$ cat src/rtl/modifier_keys_pkg.sv
// Shared scancode constants, modifier table and prefix FSM encodings for the
// PS/2 Set-2 modifier tracker (modifier_keys, ps2_prefix_fsm).
package modifier_keys_pkg;

    localparam int MAX_MODS = 8;

    // Prefix bytes
    localparam logic [7:0] SC_E0   = 8'hE0;
    localparam logic [7:0] SC_F0   = 8'hF0;
    localparam logic [7:0] SC_E1   = 8'hE1;
    localparam logic [7:0] SC_CAPS = 8'h58;

    // Modifier codes, index order matches the o_mods bit order
    localparam logic [7:0] SC_LSHIFT = 8'h12;
    localparam logic [7:0] SC_RSHIFT = 8'h59;
    localparam logic [7:0] SC_LCTRL  = 8'h14;
    localparam logic [7:0] SC_RCTRL  = 8'h14;
    localparam logic [7:0] SC_LALT   = 8'h11;
    localparam logic [7:0] SC_RALT   = 8'h11;
    localparam logic [7:0] SC_LGUI   = 8'h1F;
    localparam logic [7:0] SC_RGUI   = 8'h27;

    localparam logic [8*MAX_MODS-1:0] MOD_CODES = {
        SC_RGUI, SC_LGUI, SC_RALT, SC_LALT,
        SC_RCTRL, SC_LCTRL, SC_RSHIFT, SC_LSHIFT
    };
    // 1 = entry only matches when preceded by E0
    localparam logic [MAX_MODS-1:0] MOD_EXT_FLAGS = 8'b1110_1000;

    localparam int IDX_LSHIFT = 0;
    localparam int IDX_RSHIFT = 1;
    localparam int IDX_LCTRL  = 2;
    localparam int IDX_RCTRL  = 3;
    localparam int IDX_LALT   = 4;
    localparam int IDX_RALT   = 5;

    // Bytes that follow E1 in the Pause make sequence
    localparam logic [2:0] PAUSE_SKIP = 3'd7;

    typedef enum logic [2:0] {
        ST_IDLE   = 3'd0,
        ST_EXT    = 3'd1,
        ST_BRK    = 3'd2,
        ST_EXTBRK = 3'd3,
        ST_PAUSE  = 3'd4
    } prefix_state_t;

endpackage

$ cat src/rtl/flopr_en.sv
// Register with asynchronous active-low reset, synchronous clear and enable.
module flopr_en #(
    parameter int W = 1
) (
    input  logic         clk,
    input  logic         i_rst_n,
    input  logic         i_sclr,
    input  logic         i_en,
    input  logic [W-1:0] i_d,
    output logic [W-1:0] o_q
);

    always_ff @(posedge clk or negedge i_rst_n) begin
        if (!i_rst_n) begin
            o_q <= '0;
        end else if (i_sclr) begin
            o_q <= '0;
        end else if (i_en) begin
            o_q <= i_d;
        end
    end

endmodule

$ cat src/rtl/ps2_prefix_fsm.sv
// Decodes E0 / F0 / E1 prefixes of a PS/2 Set-2 byte stream and emits one
// single-cycle code strobe per complete make or break code.
import modifier_keys_pkg::*;

module ps2_prefix_fsm (
    input  logic          clk,
    input  logic          i_rst_n,
    input  logic          i_sclr,
    input  logic          i_byte_en,
    input  logic [7:0]    i_byte,
    output logic          o_code_valid,
    output logic [7:0]    o_code_byte,
    output logic          o_is_ext,
    output logic          o_is_break,
    output prefix_state_t o_state
);

    prefix_state_t state_q, state_d;
    logic [2:0]    skip_q, skip_d;

    always_ff @(posedge clk or negedge i_rst_n) begin
        if (!i_rst_n) begin
            state_q <= ST_IDLE;
            skip_q  <= '0;
        end else if (i_sclr) begin
            state_q <= ST_IDLE;
            skip_q  <= '0;
        end else begin
            state_q <= state_d;
            skip_q  <= skip_d;
        end
    end

    // Code strobes are combinational so the mask updates on the same edge
    // that accepts the final byte.
    always_comb begin
        state_d      = state_q;
        skip_d       = skip_q;
        o_code_valid = 1'b0;
        o_is_ext     = 1'b0;
        o_is_break   = 1'b0;
        if (i_byte_en) begin
            case (state_q)
                ST_IDLE: begin
                    if (i_byte == SC_E0) begin
                        state_d = ST_EXT;
                    end else if (i_byte == SC_F0) begin
                        state_d = ST_BRK;
                    end else if (i_byte == SC_E1) begin
                        state_d = ST_PAUSE;
                        skip_d  = PAUSE_SKIP;
                    end else begin
                        o_code_valid = 1'b1;
                    end
                end
                ST_EXT: begin
                    if (i_byte == SC_F0) begin
                        state_d = ST_EXTBRK;
                    end else if (i_byte != SC_E0) begin
                        o_code_valid = 1'b1;
                        o_is_ext     = 1'b1;
                        state_d      = ST_IDLE;
                    end
                end
                ST_BRK, ST_EXTBRK: begin
                    // A stray prefix here aborts the code without touching the mask
                    state_d = ST_IDLE;
                    if (i_byte != SC_F0 && i_byte != SC_E0) begin
                        o_code_valid = 1'b1;
                        o_is_break   = 1'b1;
                        o_is_ext     = (state_q == ST_EXTBRK);
                    end
                end
                ST_PAUSE: begin
                    if (skip_q <= 3'd1) begin
                        skip_d  = '0;
                        state_d = ST_IDLE;
                    end else begin
                        skip_d = skip_q - 3'd1;
                    end
                end
                default: begin
                    state_d = ST_IDLE;
                    skip_d  = '0;
                end
            endcase
        end
    end

    assign o_code_byte = i_byte;
    assign o_state     = state_q;

endmodule

$ cat src/rtl/modifier_keys.sv
// PS/2 Set-2 modifier tracker: held-modifier mask, merged shift/ctrl/alt flags.
// Define CAPS_LOCK_EN to add the o_caps toggle output.
import modifier_keys_pkg::*;

module modifier_keys #(
    parameter int NUM_MODS = 8
) (
    input  logic                clk,
    input  logic                i_rst_n,
    input  logic                i_sclr,
    input  logic                i_byte_en,
    input  logic [7:0]          i_byte,
    output logic [NUM_MODS-1:0] o_mods,
    output logic                o_shift,
    output logic                o_ctrl,
    output logic                o_alt,
    output logic                o_mod_chg,
`ifdef CAPS_LOCK_EN
    output logic                o_caps,
`endif
    output logic [2:0]          o_fsm_state
);

    logic          code_valid;
    logic [7:0]    code_byte;
    logic          is_ext;
    logic          is_break;
    prefix_state_t fsm_state;

    ps2_prefix_fsm u_prefix (
        .clk          (clk),
        .i_rst_n      (i_rst_n),
        .i_sclr       (i_sclr),
        .i_byte_en    (i_byte_en),
        .i_byte       (i_byte),
        .o_code_valid (code_valid),
        .o_code_byte  (code_byte),
        .o_is_ext     (is_ext),
        .o_is_break   (is_break),
        .o_state      (fsm_state)
    );

    assign o_fsm_state = fsm_state;

    logic [NUM_MODS-1:0] hit;
    logic [NUM_MODS-1:0] mods_q;
    logic [NUM_MODS-1:0] mods_d;
    logic                mod_chg_q;

    for (genvar g = 0; g < NUM_MODS; g++) begin : g_match
        assign hit[g] = code_valid
                     && (code_byte == MOD_CODES[g*8 +: 8])
                     && (is_ext == MOD_EXT_FLAGS[g]);
    end

    assign mods_d = (mods_q & ~hit) | (hit & {NUM_MODS{~is_break}});

    flopr_en #(.W(NUM_MODS)) u_mask (
        .clk     (clk),
        .i_rst_n (i_rst_n),
        .i_sclr  (i_sclr),
        .i_en    (code_valid),
        .i_d     (mods_d),
        .o_q     (mods_q)
    );

    // Repeated makes of a held key leave mods_d equal to mods_q: no pulse
    always_ff @(posedge clk or negedge i_rst_n) begin
        if (!i_rst_n) begin
            mod_chg_q <= 1'b0;
        end else if (i_sclr) begin
            mod_chg_q <= 1'b0;
        end else begin
            mod_chg_q <= (mods_d != mods_q);
        end
    end

    assign o_mods    = mods_q;
    assign o_mod_chg = mod_chg_q;

    // Function bits 0..5; entries beyond NUM_MODS read as released
    logic [5:0] fn_bits;
    for (genvar g = 0; g < 6; g++) begin : g_fn
        if (g < NUM_MODS) begin : g_live
            assign fn_bits[g] = mods_q[g];
        end else begin : g_absent
            assign fn_bits[g] = 1'b0;
        end
    end

    assign o_shift = fn_bits[IDX_LSHIFT] | fn_bits[IDX_RSHIFT];
    assign o_ctrl  = fn_bits[IDX_LCTRL]  | fn_bits[IDX_RCTRL];
    assign o_alt   = fn_bits[IDX_LALT]   | fn_bits[IDX_RALT];

`ifdef CAPS_LOCK_EN
    logic caps_q;
    logic caps_armed_q;
    logic caps_make;
    logic caps_brk;

    assign caps_make = code_valid && !is_ext && !is_break && (code_byte == SC_CAPS);
    assign caps_brk  = code_valid && !is_ext &&  is_break && (code_byte == SC_CAPS);

    // Armed by the break so typematic repeats of the make do not toggle
    always_ff @(posedge clk or negedge i_rst_n) begin
        if (!i_rst_n) begin
            caps_q       <= 1'b0;
            caps_armed_q <= 1'b1;
        end else if (i_sclr) begin
            caps_q       <= 1'b0;
            caps_armed_q <= 1'b1;
        end else if (caps_make && caps_armed_q) begin
            caps_q       <= ~caps_q;
            caps_armed_q <= 1'b0;
        end else if (caps_brk) begin
            caps_armed_q <= 1'b1;
        end
    end

    assign o_caps = caps_q;
`endif

endmodule

$ cat config.mk
export PLATFORM = sky130hd
export DESIGN_NAME = modifier_keys
export DESIGN_NICKNAME = d
export VERILOG_FILES = /design/src/rtl/modifier_keys_pkg.sv /design/src/rtl/flopr_en.sv /design/src/rtl/ps2_prefix_fsm.sv /design/src/rtl/modifier_keys.sv
export SDC_FILE = /design/constraint.sdc
export NUM_CORES = 1
export LEC_CHECK = 0
export ABC_AREA = 0
export BUFFER_PORTS_ARGS = -buffer_cell sky130_fd_sc_hd__buf_2
export CAP_MARGIN = 20
export CORE_UTILIZATION = 50
export DETAILED_ROUTE_END_ITERATION = 8
export PLACE_DENSITY = 0.74
export SYNTH_ARGS = -nofsm -noshare
export SYNTH_HDL_FRONTEND = slang
export SYNTH_HIERARCHICAL = 1
export SYNTH_SLANG_ARGS = --single-unit
$ cat constraint.sdc
create_clock -name clk -period 3.1 [get_ports clk]
set_clock_uncertainty 0.2 [all_clocks]
set_input_delay 0.155 -clock clk [delete_from_list [all_inputs] [get_ports clk]]
set_output_delay 0.155 -clock clk [all_outputs]
set_load 0.02 [all_outputs]
==> summary.md <==
| Metric | Value |
|---|---|
| IO Pins | 27 |
| EDFF count, synth | 0 |
| Max Fclk | 0.398 GHz |
| Hold Path End | u_prefix/o_state[1]$_DFFE_PN0P_ |
| Die width | 53.9 µm |
| Height of the die | 53.9 µm |
| Detailed Place HPWL | 2360 µm |
| GRT Total Usage | 24.1% |
| Drt pass-1 iters | 5 |
| FF-to-FF path depth | 7 |
| Gpl congestion | 0.829 |
| Iter 0 DRT Violations | 13 |
| Layout Cells excl Fill | 205 |
| CTS Buffer Depth | 2 |
| Vias in the first global route | 1140 |
| Run status | completed |
| Largest net degree at the start of global routing | 16 |
| Peak VDD IR | 0.425 mV |
| Hold/Removal Path Class | primary input to flip-flop |
| Max-cap violations | 0 |
| I/O Buffers | 26 |
| Final ANT Viol Nets | 0 |
| Crit path time final | 2.51 ns |
| Hold Path Origin | i_byte_en |
| CP Launch Type | flip-flop |
| Kind of critical path | flip-flop to flip-flop |
| Routed wire length | 3050 µm |
| Hold depth | 4 |
| H-tree levels | 1 |
| CTS tree | yes |
| Synthesis Warnings | 6 |
| Diode count | 0 |
| Worst path required time | 3.10 ns |
| Hold Vio Cnt, Final | 0 |
| Synth Area per Inst | 8.64 µm² |
| Worst slew margin | 71.1% |
| Slew @ Worst Pin | 0.433 ns |
| Unrepaired setup endpoints after global routing | no |
| Final Setup Violations | 0 |
| Synth Instances | 156 |
| P&R area growth vs syn | 7.80% |
| Top FF cell, synth | dfrtp_1 |
| Syn Nets | 170 |
| Worst-path clk slew | 0.09 ns |
| Number of synthesized register bits | 15 |
| Worst Path Max Fanout | 10 |
| Vias/cell | 5.93 |
| Final instance area | 1450 µm² |
| Wire per inst | 14.9 µm |
| Initial antenna violation count | 0 |
| Nets | 190 |
| Placed inst area | 1420 µm² |
| Total power per unit cell area | 407 nW/µm² |
| Initial core utilization | 53.4% |
| Global route overflow | 0 |
| Filler cells | 235 |
| DR vias | 1215 |
| CP Data Arrival Time | 2.51 ns |
| CTS root buf | clkbuf_4 |
| Critical Path Sink Type | flip-flop |
| Layout cells sized above 1 | 26.9% |
| Clock insertion delay at the later pin of the skew report | 0.28 ns |
| Max Transition Viols Final | 0 |
| TNS Setup | 0 ns |
| Cell total after placement | 200 |
| Drt drc | 0 |
| Synthesized cell area | 1350 µm² |
| Sequential fraction of the synthesis area | 27.9% |
| Reg2reg start | u_prefix/o_state[2]$_DFFE_PN0P_ |
| Core area | 2520 µm² |
| Flop2flop setup slack | 0.59 ns |
| Die Area | 2910 µm² |
| First-pass GRT wire length | 4970 µm |
| R2r endpoint | o_mod_chg$_DFF_PN0_ |
| CTS buffer count | 3 |
| Tcrit/Tclk final | 81.0% |
| Post-cts sizing count | 0 |
| Post-synth ARST share | 100% |
| Rows | 18 |
| Netlist cell types | 54 |
| Leakage | 0.682 nW |
| CTS Sinks | 15 |
[cell families (layout without fill, tap and decap cells)]
logic type / after synthesis / after routing / share of synthesized area [%]
mux: 11 / 11 / 8.17
xor+xnor: 1 / 1 / 0.650
simple gates: 64 / 64 / 30.5
buf+inv: 25 / 44 / 11.2
fa+ha+maj: 2 / 2 / 1.86
compound gates: 38 / 38 / 19.7
flops: 15 / 15 / 27.9
[synth_stat cells, types with 2 or more instances]
cell type / n / share of area, %
nand3_1: 7 / 2.6
a31oi_1: 4 / 1.9
dfrtp_1: 15 / 28
nand4_1: 2 / 0.93
ha_1: 2 / 1.9
or3_1: 2 / 0.93
buf_4: 8 / 4.5
or2_2: 2 / 0.93
nand2_1: 11 / 3.1
o211ai_1: 2 / 1.1
nor2_1: 15 / 4.2
nor2b_1: 3 / 1.4
o31ai_1: 4 / 2.2
a21oi_1: 10 / 3.7
buf_6: 3 / 2.5
nor3_1: 2 / 0.74
and3_1: 2 / 0.93
mux2i_1: 11 / 8.2
o21ai_0: 5 / 1.9
inv_1: 12 / 3.3
[per-stage QoR]
step	setup slack (ns)	hold slack [ns]	power [mW]	utilization, %
4_1_cts	0.608	0.0121	0.597	57.6
5_1_grt	0.453	0.0302	0.638	57.6
6_report	0.589	0.0217	0.591	57.6
2_1_floorplan	0.763	-0.341	0.443	-
3_3_place_gp	0.514	-0.115	0.473	56.2
3_5_place_dp	0.407	-0.115	0.481	56.2
[worst max-delay path by stage]
stage,endpoint,slack (ns),from
6_report,o_mod_chg$_DFF_PN0_,0.59,u_prefix/o_state[2]$_DFFE_PN0P_
5_1_grt,o_mod_chg$_DFF_PN0_,0.45,u_prefix/o_state[2]$_DFFE_PN0P_
4_1_cts,o_mod_chg$_DFF_PN0_,0.61,u_prefix/o_state[2]$_DFFE_PN0P_
3_5_place_dp,o_mod_chg$_DFF_PN0_,0.41,i_byte[2]
3_3_place_gp,o_mod_chg$_DFF_PN0_,0.51,i_byte[2]
2_1_floorplan,o_mod_chg$_DFF_PN0_,0.76,u_prefix/o_state[2]$_DFFE_PN0P_
[routing by layer]
metal / global-route usage, % / share of wire, %
met1: 28.2 / 43
met2: 42.2 / 50
met3: 6.21 / 4.9
met4: 7.89 / 1.7
met5: 0 / 0
[critical path, cell delays in order (launching register included)]
cell and delay [ns]:
dfrtp_1 0.54, and2b_2 0.28, and3_1 0.32, nor4b_4 0.30, nand3_1 0.20, o221a_1 0.27
a31o_1 0.19, a41oi_2 0.13
[cell usage in the layout (no fill, tap or decap), types with 3 or more instances in the layout]
master | netlist | layout
nor2_1 | 15 | 15
inv_1 | 12 | 12
o31ai_1 | 4 | 4
a21oi_1 | 10 | 10
nand2_1 | 11 | 11
dfrtp_1 | 15 | 15
mux2i_1 | 11 | 11
nand3_1 | 7 | 7
clkbuf_4 | 0 | 3
buf_2 | 0 | 26
nor2b_1 | 3 | 3
a31oi_1 | 4 | 4
o21ai_0 | 5 | 5
[where the power goes]
| group | internal, mW | switching, mW | total (mW) | leakage, nW |
|---|---|---|---|---|
| sequential | 0.219 | 0.0289 | 0.248 | 0.203 |
| combinational | 0.101 | 0.131 | 0.232 | 0.465 |
| clock | 0.0499 | 0.0611 | 0.111 | 0.0150 |
| total | 0.370 | 0.221 | 0.591 | 0.682 |
[flip-flops by register name, indices dropped and copies added (netlist names)]
name / flops
u_mask/o_q: 8
u_prefix/o_state: 3
u_prefix/skip_q: 3
o_mod_chg: 1
[cell type report]
type                       count  area [µm²]  area share [%]
sequential                    15         375            25.8
clock buffer                   4        26.3            1.81
multi-input combinational    116         821            56.5
timing repair buffer          28         148            10.2
inverter                      12        45.0            3.10
tap                           30        37.5            2.58
[what timing repair did]
item / in CTS / in global routing
hold buffers: 1 / 0
buffers inserted: 0 / 0
hold endpoints to repair: 15 / 0
Note: power is estimated with default switching activity, not from simulation.
